### src/rtl/shift_sub_divider.sv
// shift_sub_divider: restoring shift-subtract divider, signed/unsigned, one quotient bit per clock
module shift_sub_divider #(
    parameter int DIV_WIDTH = 4
) (
    input  logic                 clk,
    input  logic                 rst_n,
    input  logic                 start,
    input  logic                 sign,
    input  logic [DIV_WIDTH-1:0] data_in1,
    input  logic [DIV_WIDTH-1:0] data_in2,
    output logic [DIV_WIDTH-1:0] quotient,
    output logic [DIV_WIDTH-1:0] remainder,
    output logic                 ready,
    output logic                 div_zero,
    output logic                 overflow
);
    localparam int W  = DIV_WIDTH;
    localparam int CW = $clog2(W);
    localparam logic [1:0] IDLE = 2'd0, CALC = 2'd1, FIX = 2'd2;
    logic [1:0]   state;
    logic [CW-1:0] cnt;
    logic [W:0]   prem;
    logic [W-1:0] dvd, dvs, raw_a, mag_a, mag_b;
    logic         q_neg, r_neg, dz, ov;
    logic [W+1:0] shifted;
    logic [W:0]   trial;
    logic         ge;
    assign ready   = state == IDLE;
    assign mag_a   = sign && data_in1[W-1] ? -data_in1 : data_in1;
    assign mag_b   = sign && data_in2[W-1] ? -data_in2 : data_in2;
    assign shifted = {prem, dvd[W-1]};
    assign ge      = shifted >= {2'b0, dvs};
    assign trial   = shifted[W:0] - {1'b0, dvs};
    always_ff @(posedge clk) begin
        if (!rst_n) begin
            state     <= IDLE;
            cnt       <= '0;
            prem      <= '0;
            dvd       <= '0;
            dvs       <= '0;
            raw_a     <= '0;
            q_neg     <= 1'b0;
            r_neg     <= 1'b0;
            dz        <= 1'b0;
            ov        <= 1'b0;
            quotient  <= '0;
            remainder <= '0;
            div_zero  <= 1'b0;
            overflow  <= 1'b0;
        end else begin
            case (state)
                IDLE: if (start) begin
                    q_neg <= sign & (data_in1[W-1] ^ data_in2[W-1]);
                    r_neg <= sign & data_in1[W-1];
                    dvd   <= mag_a;
                    dvs   <= mag_b;
                    raw_a <= data_in1;
                    dz    <= data_in2 == '0;
                    ov    <= sign && data_in1 == {1'b1, {(W-1){1'b0}}} && &data_in2;
                    prem  <= '0;
                    cnt   <= CW'(W - 1);
                    state <= CALC;
                end
                CALC: begin
                    prem  <= ge ? trial : shifted[W:0];
                    dvd   <= {dvd[W-2:0], ge};
                    cnt   <= cnt - 1'b1;
                    state <= cnt == '0 ? FIX : CALC;
                end
                FIX: begin
                    // divide-by-zero overrides the natural all-ones quotient and reports the raw dividend
                    quotient  <= dz ? '1 : q_neg ? -dvd : dvd;
                    remainder <= dz ? raw_a : r_neg ? -prem[W-1:0] : prem[W-1:0];
                    div_zero  <= dz;
                    overflow  <= ov;
                    state     <= IDLE;
                end
                default: state <= IDLE;
            endcase
        end
    end
endmodule

### config.mk
export PLATFORM = sky130hd
export DESIGN_NAME = shift_sub_divider
export DESIGN_NICKNAME = d
export VERILOG_FILES = /design/src/rtl/shift_sub_divider.sv
export SDC_FILE = /design/constraint.sdc
export NUM_CORES = 1
export LEC_CHECK = 0
export CAP_MARGIN = 20
export CORE_ASPECT_RATIO = 0.9
export CORE_MARGIN = 1.5
export CORE_UTILIZATION = 25
export DETAILED_ROUTE_END_ITERATION = 6
export PLACE_DENSITY_LB_ADDON = 0.08
export SLEW_MARGIN = 20
export SYNTH_ARGS = -nofsm -noshare
export SYNTH_HDL_FRONTEND = slang
export SYNTH_SLANG_ARGS = --single-unit
### constraint.sdc
create_clock -name clk -period 3.4 [get_ports clk]
set_input_delay 0.85 -clock clk [delete_from_list [all_inputs] [get_ports clk]]
set_output_delay 0.85 -clock clk [all_outputs]
set_load 0.01 [all_outputs]
==> results.sh <==
export IMPL_outcome="finished, final reports clean"
export IMPL_hp_class="reg -> reg"
export IMPL_synth_seq_area_share=0.382
export IMPL_synthMuxAreaShare=0.0171
export IMPL_ir_drop_v=0.000132
export IMPL_cp_data_required_time_ns=3.55
export IMPL_grt_max_degree=29
export IMPL_final_nets=268
export IMPL_num_io_pins=23
export IMPL_dp_hpwl_um=3290
export IMPL_synth_cell_type_count=43
export IMPL_antenna_found_initial=0
export IMPL_ant_nets=0
export IMPL_fin_worst_skew_ns=0.00953
export IMPL_synth_top_area_frac=0.382
export IMPL_ys_top_cells_by_area="dfxtp_1, ha_1, nand2_1"
export IMPL_cap_violations=0
export IMPL_worst_ep_arrival_time_ns=2.48
export IMPL_synth_xor_area_share=0.0430
export IMPL_clk_pin_slew_worst_paths_ns=0.07
export IMPL_worstHoldPathCells=2
export IMPL_total_power_w=0.00104
export IMPL_cts_resized=0
export IMPL_yosysWarningCount=0
export IMPL_min_to="raw_a[3]"
export IMPL_synth_seq_cells=35
export IMPL_rr_worst_depth=8
export IMPL_pwr_density_cell_nw_per_um2=464
export IMPL_fmax_mhz=429
export IMPL_p_sw_frac=0.306
export IMPL_seq_power_share=0.447
export IMPL_grt_remaining_overflow=0
export IMPL_rsz0062_at_grt="false"
export IMPL_vias=1585
export IMPL_firstDrtPassIters=4
export IMPL_finalMaxSlewViolations=0
export IMPL_grt_use_total=0.125
export IMPL_yosys_area_share_simple=0.216
export IMPL_place_gp_congestion=0.728
export IMPL_drive_gt1_frac=0.0650
export IMPL_dieArea_um2=7860
export IMPL_path_class="in -> reg"
export IMPL_wl_per_cell_um=13.4
export IMPL_clock_sinks=35
export IMPL_min_period_over_period=0.686
export IMPL_period_needed_ns=2.33
export IMPL_setup_worst_path_start_class="input port"
export IMPL_rrSetupSlack_ns=1.37
export IMPL_p_comb_frac=0.226
export IMPL_synthCells=227
export IMPL_clock_latency_ns=0.29
export IMPL_clockBufferDepth=2
export IMPL_fp_dieH_um=84.2
export IMPL_synthAdderAreaFrac=0.0792
export IMPL_pwr_share_clk=0.327
export IMPL_setup_violations=0
export IMPL_cts_root_buf="clkbuf_8"
export IMPL_async_flop_share=0
export IMPL_die_x_um=93.3
export IMPL_setup_tns_ns=0
export IMPL_synthesis_area_um2=1830
export IMPL_relSlewSlack=0.522
export IMPL_n_fill_cell=794
export IMPL_avgSynthCellArea_um2=8.07
export IMPL_grt_pass1_vias=1504
export IMPL_synth_top_area_cell="dfxtp_1"
export IMPL_drc=0
export IMPL_tritoncts="yes"
export IMPL_p_int_w=0.000719
export IMPL_p_sw_w=0.000317
export IMPL_core_area_um2=7080
export IMPL_synth_edf_count=0
export IMPL_h_tree_depth=2
export IMPL_reg2reg_from="dvd[3]"
export IMPL_synth_compound_area_share=0.201
export IMPL_ctsHoldBuffers=0
export IMPL_r2r_end="prem[4]"
export IMPL_drt_iter0_drc=65
export IMPL_antennaDiodeCount=0
export IMPL_static_leakage_power_nw=0.807
export IMPL_start_util=0.259
export IMPL_path_max_fanout=15
export IMPL_cp_end_kind="flip-flop"
export IMPL_drt_wl_total_um=4530
export IMPL_cts_buffers=5
export IMPL_grt_first_pass_wirelength_um=7670
export IMPL_syn_nets=250
export IMPL_cts_setup_buffers=0
export IMPL_rows=29
export IMPL_via_per_inst=4.68
export IMPL_tightest_slew_ns=0.715
export IMPL_port_buffers=22
export IMPL_synth_top_family_by_area="simple AND/OR/NAND/NOR gates"
export IMPL_hold_viol_final=0
export IMPL_holdCritStartpoint="raw_a[3]"
export IMPL_synth_ff_type="dfxtp_1"
export IMPL_area_growth_pct=21.8
## layout by cell type, fill, tap and decap left out, types with 7 or more instances in the layout
| master | netlist | layout |
|---|---|---|
| a21oi_1 | 24 | 24 |
| nor2_1 | 14 | 14 |
| nand3_1 | 9 | 9 |
| xnor2_1 | 8 | 8 |
| nand2_1 | 33 | 33 |
| ha_1 | 10 | 10 |
| clkdlybuf4s50_1 | 0 | 22 |
| inv_1 | 16 | 16 |
| clkbuf_8 | 0 | 7 |
| dfxtp_1 | 35 | 35 |
| o21ai_0 | 12 | 12 |
## logic make-up after synthesis
logic type | after synthesis
adders and majority gates | 11
buffers and inverters | 29
AOI/OAI and AO/OA | 60
and+or+nand+nor | 80
xor gates and xnor gates | 9
DFF | 35
muxes | 3
## state kept, by name, summed over array words and instances (netlist names), 2 cells and up
signal / cells
prem: 5
dvd: 4
dvs: 4
quotient: 4
raw_a: 4
remainder: 4
cnt: 2
state: 2
## synth_stat cells (2+ instances only)
library cell,instances
dfxtp_1,35
nand2_1,33
a21oi_1,24
inv_1,16
nor2_1,14
o21ai_0,12
ha_1,10
nand3_1,9
xnor2_1,8
clkbuf_1,7
o31ai_1,5
nand2b_1,4
a22oi_1,3
buf_2,3
nand4_1,3
nor2b_1,3
nor3_1,3
o211ai_1,3
a211oi_1,2
a32o_1,2
and2_1,2
and3_1,2
buf_1,2
mux2i_1,2
o21ai_1,2
## power by group through the flow
stage | sequential, W | combinational [W] | clock [W]
6_report | 0.000463 | 0.000234 | 0.000339
5_1_grt | 0.000468 | 0.000262 | 0.000376
4_1_cts | 0.000463 | 0.000235 | 0.000349
3_5_place_dp | 0.000473 | 0.000234 | 0
3_3_place_gp | 0.000473 | 0.000239 | 0
2_1_floorplan | 0.000466 | 0.000165 | 0
## area by class of cell
cell class              instances  area [um2]  area share
flip-flops and latches         35         701       0.314
clock inverters                 1        7.51     0.00336
inverters                      17        63.8      0.0286
well taps                      93         116      0.0521
clock buffers                   7        96.3      0.0432
multi-input cells             163        1020       0.457
repair buffers                 23         228       0.102
## routing by layer
layer | share of wire | global-route usage
met5 | 0 | 0
met4 | 0.013 | 0.0372
met3 | 0.038 | 0.0272
met2 | 0.40 | 0.180
met1 | 0.55 | 0.184
## per-stage QoR
step	worst slack (ns)	hold WS [ns]	utilization	std cells	instance area, um2
6_report	1.07	0.456	0.315	339	2230
5_1_grt	0.981	0.481	0.315	339	2230
4_1_cts	1.05	0.457	0.315	339	2230
3_5_place_dp	0.757	0.447	0.301	331	2130
3_3_place_gp	0.780	0.444	0.301	331	2130
2_1_floorplan	1.61	0.431	-	227	1830
## worst max-delay path: stages
cell	delay, ns
clkdlybuf4s50_1	0.51
or3b_1	0.63
a311oi_1	0.41
a211oi_2	0.07
## how the worst max path moves through the flow
stage	startpoint	endpoint	slack, ns
after floorplan	dvd[3]	prem[4]	1.61
after global placement	start	dvs[1]	0.78
after detailed placement	start	dvs[1]	0.76
after CTS	start	dvs[1]	1.05
after global routing	start	dz	0.98
final	start	dvs[1]	1.07
No activity file was read; power rests on OpenSTA's default activity.
